**src/rtl/muldiv_sequencer.sv**
```systemverilog
// muldiv_sequencer
//   Sequences one MULT or DIV on the shared multiply/divide unit and commits
//   the result into the HI/LO register pair. The control unit stalls on busy
//   and does not count cycles itself.
//
//   state  | meaning
//   -------+-----------------------------------------------------------
//   IDLE   | waiting for op_req; latches op_sel and loads the counter
//   LAUNCH | one-cycle start pulse to the selected unit
//   WAIT   | counts down the unit latency; a DIV may abort on divzero
//   COMMIT | HI/LO load enables and done pulse
//   EXC    | divide-by-zero pulse; HI/LO keep their old contents
//
// Ports
//   clk, reset           system clock, synchronous active-high reset
//   op_req, op_sel       one-cycle request (op_sel 1 = MULT, 0 = DIV)
//   divzero              divide-by-zero flag from the divider
//   busy                 high in every state except IDLE
//   mult_start/div_start one-cycle unit start pulses
//   HiLoSrc              HI/LO source mux select (the accepted op_sel)
//   HI_write/LO_write    HI/LO load enables
//   done, div_by_zero    completion / exception pulses
module muldiv_sequencer #(
  parameter int MULT_CYCLES = 32,
  parameter int DIV_CYCLES  = 32
) (
  input  logic clk,
  input  logic reset,
  input  logic op_req,
  input  logic op_sel,
  input  logic divzero,
  output logic busy,
  output logic mult_start,
  output logic div_start,
  output logic HiLoSrc,
  output logic HI_write,
  output logic LO_write,
  output logic done,
  output logic div_by_zero
);

  typedef enum logic [2:0] {
    S_IDLE,
    S_LAUNCH,
    S_WAIT,
    S_COMMIT,
    S_EXC
  } state_t;

  localparam logic [5:0] MULT_N = 6'(MULT_CYCLES);
  localparam logic [5:0] DIV_N  = 6'(DIV_CYCLES);

  state_t     state_q, state_d;
  logic [5:0] cnt_q, cnt_d;
  logic       op_q, op_d;

  always_ff @(posedge clk) begin
    if (reset) begin
      state_q <= S_IDLE;
      cnt_q   <= 6'd0;
      op_q    <= 1'b0;
    end else begin
      state_q <= state_d;
      cnt_q   <= cnt_d;
      op_q    <= op_d;
    end
  end

  always_comb begin
    state_d     = state_q;
    cnt_d       = cnt_q;
    op_d        = op_q;
    busy        = 1'b0;
    mult_start  = 1'b0;
    div_start   = 1'b0;
    HI_write    = 1'b0;
    LO_write    = 1'b0;
    done        = 1'b0;
    div_by_zero = 1'b0;
    case (state_q)
      S_IDLE: begin
        if (op_req) begin
          state_d = S_LAUNCH;
          op_d    = op_sel;
          cnt_d   = op_sel ? MULT_N : DIV_N;
        end
      end
      S_LAUNCH: begin
        busy       = 1'b1;
        mult_start = op_q;
        div_start  = !op_q;
        state_d    = S_WAIT;
      end
      S_WAIT: begin
        busy  = 1'b1;
        cnt_d = cnt_q - 6'd1;
        // Divide-by-zero wins over the final latency cycle; the counter
        // leaves WAIT at 1 so it never wraps.
        if (!op_q && divzero) begin
          state_d = S_EXC;
        end else if (cnt_q == 6'd1) begin
          state_d = S_COMMIT;
        end
      end
      S_COMMIT: begin
        busy     = 1'b1;
        HI_write = 1'b1;
        LO_write = 1'b1;
        done     = 1'b1;
        state_d  = S_IDLE;
      end
      S_EXC: begin
        busy        = 1'b1;
        div_by_zero = 1'b1;
        state_d     = S_IDLE;
      end
      default: state_d = S_IDLE;
    endcase
  end

  // Holds the last accepted selection, including while idle.
  assign HiLoSrc = op_q;

endmodule

```
**config.mk**
```make
export PLATFORM = sky130hd
export DESIGN_NAME = muldiv_sequencer
export DESIGN_NICKNAME = d
export VERILOG_FILES = /design/src/rtl/muldiv_sequencer.sv
export SDC_FILE = /design/constraint.sdc
export NUM_CORES = 1
export LEC_CHECK = 0
export ABC_AREA = 0
export CAP_MARGIN = 20
export CELL_PAD_IN_SITES_DETAIL_PLACEMENT = 2
export CELL_PAD_IN_SITES_GLOBAL_PLACEMENT = 2
export CORE_ASPECT_RATIO = 1.4
export CORE_MARGIN = 5
export CORE_UTILIZATION = 31
export DETAILED_ROUTE_END_ITERATION = 10
export DONT_BUFFER_PORTS = 1
export GPL_TIMING_DRIVEN = 0
export HOLD_SLACK_MARGIN = 0.12
export PLACE_DENSITY = 0.76
export SLEW_MARGIN = 10
export SYNTH_ARGS = -nofsm -noshare
export SYNTH_HDL_FRONTEND = slang
export SYNTH_SLANG_ARGS = --single-unit
```
**constraint.sdc**
```tcl
create_clock -name clk -period 1.7 [get_ports clk]
set_clock_uncertainty 0.2 [all_clocks]
set_input_delay 0.255 -clock clk [delete_from_list [all_inputs] [get_ports clk]]
set_output_delay 0.255 -clock clk [all_outputs]
set_load 0.1 [all_outputs]
```
# ---- Yosys cells after proc, flatten, opt, wreduce, memory -nomap -nowiden
# Index checks and enable logic that the tools add are counted.
dict set report word_totals {
  wordCells 30
  memories 0
  latchBits 0
  register_bits 10
  ramBits 0
  output_inout_bits 8
  rom_bits 0
}
dict set report op_classes {
  bitwise 0
  div 0
  reduce_logical 8
  add_sub_neg 1
  n_eq_ne 7
  n_shift 0
  magnitude_cmp 0
  n_mul 0
  mux 11
}
# cell count
set ops {}
lappend ops {{one-hot mux 6 bit (2 select lines)} 1}
lappend ops {{2-to-1 mux 3 bit} 3}
lappend ops {{one-hot mux 3 bit (3 select lines)} 1}
lappend ops {{equality test 3 x 2 -> 1 bit, second input constant} 2}
lappend ops {{equality test 6 x 1 -> 1 bit, second input constant} 1}
lappend ops {{2-to-1 mux 6 bit} 1}
lappend ops {{AND reduction 2 bit} 3}
lappend ops {{subtractor 6 x 1 -> 6 bit, second input constant} 1}
lappend ops {{2-to-1 mux 1 bit} 5}
lappend ops {{OR reduction 4 bit} 1}
lappend ops {{equality test 3 x 1 -> 1 bit, second input constant} 1}
lappend ops {{equality test 3 bit, second input constant} 1}
lappend ops {{zero test 3 bit} 1}
lappend ops {{!= test 3 bit, second input constant} 1}
lappend ops {{!= test 2 bit, second input constant} 1}
lappend ops {{nonzero test 2 bit} 1}
lappend ops {{logical AND 1 bit} 1}
lappend ops {{zero test 1 bit} 1}

# ---- Depth between registers and ports, before layout
# Gate-level depths: netlist of run 1.
dict set report logic_depth {
  word_depth 4
  ltp_mapped 6
  ltp_nobuf 5
}

# ---- Worst setup path before layout of run 1
# Ideal clock, no wire load.
dict set report synth_timing {
  kind {reg2out}
  from {reg op_q, in the netlist HiLoSrc}
  to {out mult_start}
  path_slack_ps -2668
  stages_incl_launch_ff 2
  t_arrival_ps 3913
  required_time_ps 1245
  cell_sequence {dfxtp_1 nor4bb_1}
}
dict set report synth_between {
  elab_chain_len 1
}
# item line_no
set synth_lines {}
lappend synth_lines {{start, declared} 55} ;# logic op_q, op_d;
lappend synth_lines {{start signal, assigned} 65} ;# op_q <= op_d;
lappend synth_lines {{2-to-1 mux 1 bit} 80} ;# case (state_q)
lappend synth_lines {{end, declared} 33} ;# output logic mult_start,
# No other way between the ends.

# ---- Worst setup path in the final report of run 1
dict set report layout_timing {
  from {reg state_q[2]}
  to {out LO_write}
}
dict set report layout_between {
  elab_chain_len 2
}
# item line_no
set layout_lines {}
lappend layout_lines {{start, declared} 53} ;# state_t state_q, state_d;
lappend layout_lines {{start signal, assigned} 63} ;# state_q <= state_d;
lappend layout_lines {{equality test 3 x 2 -> 1 bit} --}
lappend layout_lines {{2-to-1 mux 1 bit} --}
lappend layout_lines {{end, declared} 37} ;# output logic LO_write,
# No other way between the ends.

==> impl_metrics.yaml, run 1 <==
run_status:
  run_status: "finished, violations left"
  failed_checks: "setup timing"
detailed_routing:
  drtIter0Drc: 5
  routedWlPerCell_um: 22.5
  first_pass_iters: 3
  drt_wl_total_um: 2320
  antenna_left: 0
  routed_via_density: 5.31
  drcViolationCount: 0
  vias: 547
placed_design:
  dp.cells: 88
  dp_hpwl_um: 1160
  numPortBuffers: 0
  gp_congestion: 0.654
  pre_cts_ws_ns: -0.144
logic_synthesis:
  syn_nets: 72
  syn_inst: 65
  synth_area_um2: 577
  yosys-top-cells-area: "dfxtp_1 35%, nor2_1 7.2%, a21oi_1 4.3%, ha_1 4.3%, buf_4 3.9%"
  avgSynthCellArea_um2: 8.87
  netlist.area_leader.share_pct: 34.7
  seq_area_frac_synth_pct: 34.7
  yosysUniqueCellTypes: 29
  yosys_warnings: 0
  ys_seq_elements: 10
  synth_top_cell_by_area: "dfxtp_1"
clock_tree:
  cts_inserted_buffers: 3
  clockBufferDepth: 2
  cts_sinks: 10
  path_clk_slew_ns: 0.07
  clock_latency_ns: 0.28
  clockRootBuffer: "clkbuf_4"
  cts_htree_levels: 1
  tritoncts: "built"
sta:
  setup_viol_count_final: 9
  fin_crit_ns: 1.93
  fin_ws_ns: -0.232
  period_share_pct: 114
  slew_viol_final: 0
  timing.fmax_ghz: 0.518
  rsz0062_at_grt: "true"
  max_slew_margin_pct: 62.0
  final_hold_viol_count: 0
  worst_pin_slew_ns: 0.570
power:
  max-vdd-ir-drop_v: 0.000521
  p_leak_nw: 0.347
  cellPowerDensity_nw_per_um2: 798
worst_setup_path:
  arrival_ns: 1.48
  cp.required_ns: 1.24
  reg2reg_depth: 5
  path_class: "flip-flop to output pin"
  crit_path_max_fanout: 5
  startpoint_type: "flip-flop"
  endpoint_kind: "output pin"
final_layout:
  mostFrequentLayoutCells: "8 x nor2_1, 6 x dfxtp_1, 6 x buf_4"
  final_cells: 103
  nets: 91
  layout_commonest_cell: "nor2_1"
  antennaDiodeCount: 0
  layout-drive-gt1-share_pct: 45.8
  syn_to_final_growth_pct: 58.1
  n_fill_cell: 178
floorplanning:
  num_rows: 18
  core_um2: 1780
  fp.dieH_um: 61.0
  io-pin-count: 13
  die_w_um: 46.5
  start_util_pct: 32.4
  die-area_um2: 2840
global_routing:
  overflow: 0
  grt_pass1_vias: 626
  antenna_found_initial: 0
  grt_max_degree: 11
  grt_usage_pct: 16.5
  grt_pass1_wl_um: 3260
run:
  max-cap-violations: 0
worst_hold_path:
  hp-class: "input port to flip-flop"
  min_delay_path_depth: 2
==> state kept, by name, summed over array words and instances (netlist names) <==
name / flops
HiLoSrc: 1
state_q: 3
cnt_q: 6
==> worst max-delay path: stages (launching register included) <==
cell	delay, ns
dfxtp_4	0.36
and3b_4	0.59
buf_12	0.24
==> per-stage QoR <==
stage | hold slack, ns | util, % | TNS (ns) | cell area [um2] | total power, mW
finish | 0.224 | 51.3 | -0.922 | 912 | 0.728
global route | 0.237 | 51.3 | -1.61 | 912 | 0.764
CTS | 0.128 | 49.4 | -1.51 | 880 | 0.709
detailed placement | 0.204 | 39.7 | -0.462 | 706 | 0.457
global placement | 0.189 | 37.1 | -1.39 | 661 | 0.433
floorplan | 0.181 | - | -0.994 | 636 | 0.415
==> report_power, final <==
part           switching (mW)  leakage, nW  internal, mW
Sequential             0.0383       0.0845         0.246
Combinational           0.124        0.242        0.0942
Clock                  0.0948       0.0210         0.130
Total                   0.257        0.347         0.471
==> metal layers <==
| metal | track usage, % | vias to the layer above | wire length [um] |
|---|---|---|---|
| met3 | 2.92 | 2 | 87 |
| met4 | 4.88 | 0 | 27 |
| met1 | 18.4 | 273 | 941 |
| li1 | - | 262 | - |
| met2 | 30.9 | 10 | 1260 |
| met5 | 0 | - | 0 |
==> synthesized netlist by cell type <==
library cell	number
nor2_1	11
dfxtp_1	10
a21oi_1	5
nand2_1	4
buf_4	3
buf_6	2
ha_1	2
inv_1	2
mux2_1	2
nand2b_1	2
nand3_1	2
nand4b_1	2
nor4b_1	2
a211oi_1	1
and2_1	1
and3b_1	1
clkbuf_1	1
nand3b_1	1
nor3_1	1
nor3b_1	1
nor4_2	1
nor4_4	1
nor4bb_1	1
o31ai_1	1
or2_0	1
or3_1	1
or3b_1	1
or4b_1	1
xnor2_1	1
==> logic make-up after synthesis <==
| logic type | Yosys count | synth area share (%) |
|---|---|---|
| AO/OA/AOI/OAI | 7 | 6.94 |
| XOR/XNOR | 1 | 1.52 |
| adder cells (fa/ha/maj) | 2 | 4.34 |
| buffers and inverters | 8 | 9.76 |
| flip-flops | 10 | 34.7 |
| multiplexers | 2 | 3.90 |
| AND/OR/NAND/NOR | 35 | 38.8 |
==> cell type report <==
type,instances,area [um2],area share (%)
clock buffers,4,36.3,3.98
well taps,20,25.0,2.74
inverters,2,7.51,0.823
plain buffers,3,43.8,4.80
multi-input cells,47,410,45.0
repair buffers,17,174,19.1
flip-flops and latches,10,215,23.6
==> worst paths after layout <==
check	start	end	slack [ns]
min reg2reg	cnt_q[4]	cnt_q[4]	0.35
min	reset	cnt_q[0]	0.22
max	state_q[2]	LO_write	-0.23
max reg2reg	state_q[2]	cnt_q[5]	-0.07
==> timing repair <==
action	CTS	global route
resized for setup	16	9
setup buffers	7	2
endpoints found under the setup margin	11	14
endpoints found under the hold margin	5	1
pin swaps	8	7
hold buffers	4	1
Note: power is estimated with default switching activity, not from simulation.
==> run 2, diff against run 1 <==
- CORE_ASPECT_RATIO: 1.4 -> not set
- CORE_UTILIZATION: 31 -> 34
- CTS_CLUSTER_SIZE: not set -> 25
- PLACE_DENSITY: 0.76 -> 0.78
- clock period: 1.7 -> 2.15 ns (I/O delays scaled with it)
==> run 2 against run 1 <==
The run now ends clean; non-clock buffer count is 8 lower; via count is 10% lower; wire length is 30% lower; die area is 7.6% lower; highest routed layer unchanged; global-route usage is 2.4 points lower; sequential share of layout area is 3.8 points higher; sequential cell count stayed put; clock power is 41% lower.
==> impl_metrics.yaml, run 2 (synthesis gave the netlist of run 1 again) <==
placed_design:
  numPortBuffers: 0
  dpl_cell_area_um2: 682
  gp_congestion: 0.729
  dp_hpwl_um: 1140
  dp.cells: 84
  pre_cts_ws_ns: 0.0984
global_routing:
  grt_usage_pct: 14.1
  overflow: 0
  grt_pass1_vias: 569
  grt_pass1_wl_um: 2650
  grt_max_degree: 11
  antenna_found_initial: 0
final_layout:
  multiInputGateArea_um2: 363
  nets: 83
  regMostFlops: "cnt_q"
  layout-drive-gt1-share_pct: 27.0
  layout_commonest_cell: "nor2_1"
  antennaDiodeCount: 0
  n_fill_cell: 171
  mostFrequentLayoutCells: "11 x nor2_1, 8 x dfxtp_1, 5 x a21oi_1"
  final_cells: 90
  syn_to_final_growth_pct: 29.9
  largest_register_ffs: 6
  stdcell_area_um2: 749
  register_area_um2: 205
worst_setup_path:
  setup.worst_path.start: "state_q[2]"
  arrival_ns: 1.55
  cp.required_ns: 1.63
  path_class: "flip-flop to output pin"
  crit_path_max_fanout: 10
  startpoint_type: "flip-flop"
  endpoint_kind: "output pin"
  r2r-start: "state_q[1]"
floorplanning:
  die_w_um: 51.2
  core_um2: 1560
  fp.dieH_um: 51.2
  die-area_um2: 2620
  start_util_pct: 37.0
  num_rows: 14
  io-pin-count: 13
sta:
  worst_pin_slew_ns: 0.531
  fin_crit_ns: 2.08
  slew_viol_final: 0
  rsz0062_at_grt: "false"
  fin_ws_ns: 0.0742
  period_share_pct: 96.5
  max_slew_margin_pct: 64.1
  final_hold_viol_count: 0
  timing.fmax_ghz: 0.482
  setup_viol_count_final: 0
  finalSetupTns_ns: 0
power:
  max-vdd-ir-drop_v: 0.000378
  p_int_mw: 0.314
  p_sw_mw: 0.179
  p_leak_nw: 0.276
  cellPowerDensity_nw_per_um2: 658
  seqPwrFrac_pct: 44.8
  power_switching_share_pct: 36.3
  pwr-share-comb_pct: 28.2
  p_clk_share_pct: 27.0
detailed_routing:
  routed_via_density: 5.47
  routedWlPerCell_um: 18.0
  drtIter0Drc: 5
  drcViolationCount: 0
  first_pass_iters: 4
  drt_wl_total_um: 1620
  vias: 492
  antenna_left: 0
clock_tree:
  cts_htree_levels: 1
  clock_latency_ns: 0.26
  cts_inserted_buffers: 3
  clockBufferDepth: 2
  tritoncts: "built"
  clockRootBuffer: "clkbuf_4"
  cts_sinks: 10
  path_clk_slew_ns: 0.07
worst_hold_path:
  hp-class: "input port to flip-flop"
  min-delay-start: "op_req"
run_status:
  run_status: "finished, final reports clean"
run:
  max-cap-violations: 0
[run 2: repair_timing]
item | 4_1_cts | 5_1_grt
endpoints found under the setup margin | 4 | 2
buffers inserted | 0 | 0
endpoints found under the hold margin | 3 | 0
pin swaps | 1 | 1
gates resized for setup | 5 | 1
hold buffers | 3 | 0
[run 2: area by class of cell]
cell class	count	share of cell area, %
Inverter	2	1.00
Multi-Input combinational cell	47	48.4
Tap cell	16	2.67
Buffer	6	7.51
Clock buffer	3	3.01
Timing Repair Buffer	6	10.0
Sequential cell	10	27.4
[run 2: through the flow]
step	utilization, %	hold WS [ns]	total power, mW
detailed placement	43.7	0.270	0.359
global placement	40.9	0.258	0.341
global route	48.1	0.193	0.524
floorplan	-	0.233	0.327
finish	48.1	0.168	0.493
CTS	48.0	0.159	0.497
[run 2: per-layer routing]
layer | vias up | global-route usage [%] | share of wire, %
met1 | 237 | 16.5 | 46
li1 | 247 | - | -
met5 | - | 0 | 0
met3 | 2 | 4.36 | 2.7
met2 | 6 | 24.7 | 50
met4 | 0 | 4.04 | 1.0
[run 2: path summary, 6_finish.rpt]
kind,to,slack (ns),cells after the start
setup / recovery,done,0.07,3
hold / removal,HiLoSrc,0.17,3
setup reg to reg,cnt_q[3],0.19,6
hold reg to reg,cnt_q[4],0.30,1
[run 2: power by group through the flow]
| stage | registers, mW | clock network [mW] | logic (mW) |
|---|---|---|---|
| floorplan | 0.221 | 0 | 0.106 |
| global placement | 0.224 | 0 | 0.117 |
| detailed placement | 0.225 | 0 | 0.133 |
| CTS | 0.220 | 0.137 | 0.140 |
| global route | 0.224 | 0.151 | 0.149 |
| finish | 0.221 | 0.133 | 0.139 |
[run 2: critical path: stages (launching register included)]
cell and delay, ns:
dfxtp_1 0.31, buf_6 0.14, and3b_4 0.54, buf_6 0.28
==> run 3, diff against run 2 <==
- CORE_ASPECT_RATIO: not set -> 1.4
- CORE_UTILIZATION: 34 -> 31
- PLACE_DENSITY: 0.78 -> 0.76
- clock period: 2.15 -> 1.8 ns (I/O delays scaled with it)
==> run 3 against run 2 <==
Core utilization fell by 0.18 points; design area rose by 14%; the run now ends with setup timing left; register-to-register slack worse by 0.14 ns; global-route usage grew 3.6 points.
==> impl_metrics.yaml, run 3 (synthesis gave the netlist of run 1 again) <==
worst_setup_path:
  path_class: "flip-flop to output pin"
  cp.required_ns: 1.33
  startpoint_type: "flip-flop"
  arrival_ns: 1.42
  endpoint_kind: "output pin"
  crit_path_max_fanout: 10
final_layout:
  mostFrequentLayoutCells: "10 x nor2_1, 6 x dfxtp_1, 5 x a21oi_1"
  stdcell_area_um2: 852
  largest_register_ffs: 6
  syn_to_final_growth_pct: 47.7
  regMostFlops: "cnt_q"
  layout-drive-gt1-share_pct: 38.0
  nets: 87
  antennaDiodeCount: 0
  fin_util_pct: 47.9
  layout_commonest_cell: "nor2_1"
clock_tree:
  cts_htree_levels: 1
  clockRootBuffer: "clkbuf_4"
  tritoncts: "built"
  clock_latency_ns: 0.28
  clockBufferDepth: 2
  cts_sinks: 10
  cts_inserted_buffers: 3
  path_clk_slew_ns: 0.08
sta:
  setup_viol_count_final: 4
  finalSetupTns_ns: -0.240
  rsz0062_at_grt: "true"
  fin_hold_ws_ns: 0.199
  fin_ws_ns: -0.0886
  final_hold_viol_count: 0
  fin_crit_ns: 1.89
  max_slew_margin_pct: 66.8
  worst_pin_slew_ns: 0.498
  timing.fmax_ghz: 0.530
  slew_viol_final: 0
  period_share_pct: 105
global_routing:
  overflow: 0
  grt_pass1_wl_um: 3390
  antenna_found_initial: 0
  grt_max_degree: 11
  grt_pass1_vias: 641
  grt_usage_pct: 17.7
floorplanning:
  core_um2: 1780
  num_rows: 18
  die-area_um2: 2840
  fp.dieH_um: 61.0
  io-pin-count: 13
  die_w_um: 46.5
  start_util_pct: 32.4
detailed_routing:
  drt_wl_total_um: 2030
  drcViolationCount: 0
  drtIter0Drc: 6
  first_pass_iters: 3
  antenna_left: 0
  vias: 545
  routed_via_density: 5.51
  routedWlPerCell_um: 20.5
power:
  max-vdd-ir-drop_v: 0.000284
  p_clk_share_pct: 27.3
  seqPwrFrac_pct: 42.5
  cellPowerDensity_nw_per_um2: 744
  pwr-share-comb_pct: 30.3
  p_int_mw: 0.401
  power_switching_share_pct: 36.8
  p_sw_mw: 0.233
  p_leak_nw: 0.312
placed_design:
  gp_congestion: 0.672
  dpl_cell_area_um2: 697
  dp_hpwl_um: 1070
  numPortBuffers: 0
run_status:
  run_status: "finished, violations left"
  failed_checks: "setup timing"
run:
  max-cap-violations: 0
worst_hold_path:
  hp-class: "input port to flip-flop"
run 3: changes by cell type in the layout (fill, tap and decap cells not counted), moves of 2 or more:
cell,change
dfxtp_1,-2
buf_6,-2
buf_12,+2
buf_4,+3
dfxtp_4,+2
run 3: metal layers:
layer | global-route usage, % | share of wire (%)
met5 | 0 | 0
met4 | 8.13 | 1.4
met3 | 4.09 | 5.2
met2 | 30.3 | 52
met1 | 20.5 | 41
run 3: area by class of cell:
type,instances,area [um2]
Multi-Input combinational cell,47,399
Fill cell,194,927
Timing Repair Buffer,12,126
Tap cell,20,25.0
Buffer,4,55.1
Inverter,2,7.51
Clock buffer,4,26.3
Sequential cell,10,213
run 3: worst paths after layout:
path | startpoint | to | slack [ns] | depth (start not counted)
min reg2reg | cnt_q[5] | cnt_q[5] | 0.37 | 2
max | state_q[0] | done | -0.09 | 2
max reg2reg | state_q[0] | cnt_q[5] | 0.05 | 5
min | reset | cnt_q[3] | 0.20 | 2
run 3: power groups by stage:
| stage | Combinational [mW] | Sequential, mW | Clock (mW) |
|---|---|---|---|
| floorplan | 0.128 | 0.264 | 0 |
| global placement | 0.141 | 0.267 | 0 |
| global route | 0.203 | 0.272 | 0.198 |
| detailed placement | 0.160 | 0.269 | 0 |
| CTS | 0.188 | 0.266 | 0.179 |
| finish | 0.192 | 0.269 | 0.173 |
run 3: per-stage QoR:
stage               total power, mW  setup WS [ns]  cells
global placement              0.408         -0.438     85
floorplan                     0.391         -0.406     65
finish                        0.634        -0.0886     99
detailed placement            0.428        -0.0872     88
CTS                           0.633         -0.159    101
global route                  0.673         -0.128     99
run 3: timing repair:
| item | 4_1_cts | 5_1_grt |
|---|---|---|
| pin swaps | 4 | 5 |
| endpoints found under the hold margin | 5 | 0 |
| hold buffers | 4 | 0 |
| setup endpoints to repair | 6 | 12 |
| setup buffers | 5 | 0 |
| resized for setup | 14 | 6 |
run 3: critical path, stage by stage (launching register included):
cell and delay [ns]:
dfxtp_4 0.42, and3b_4 0.49, buf_12 0.23
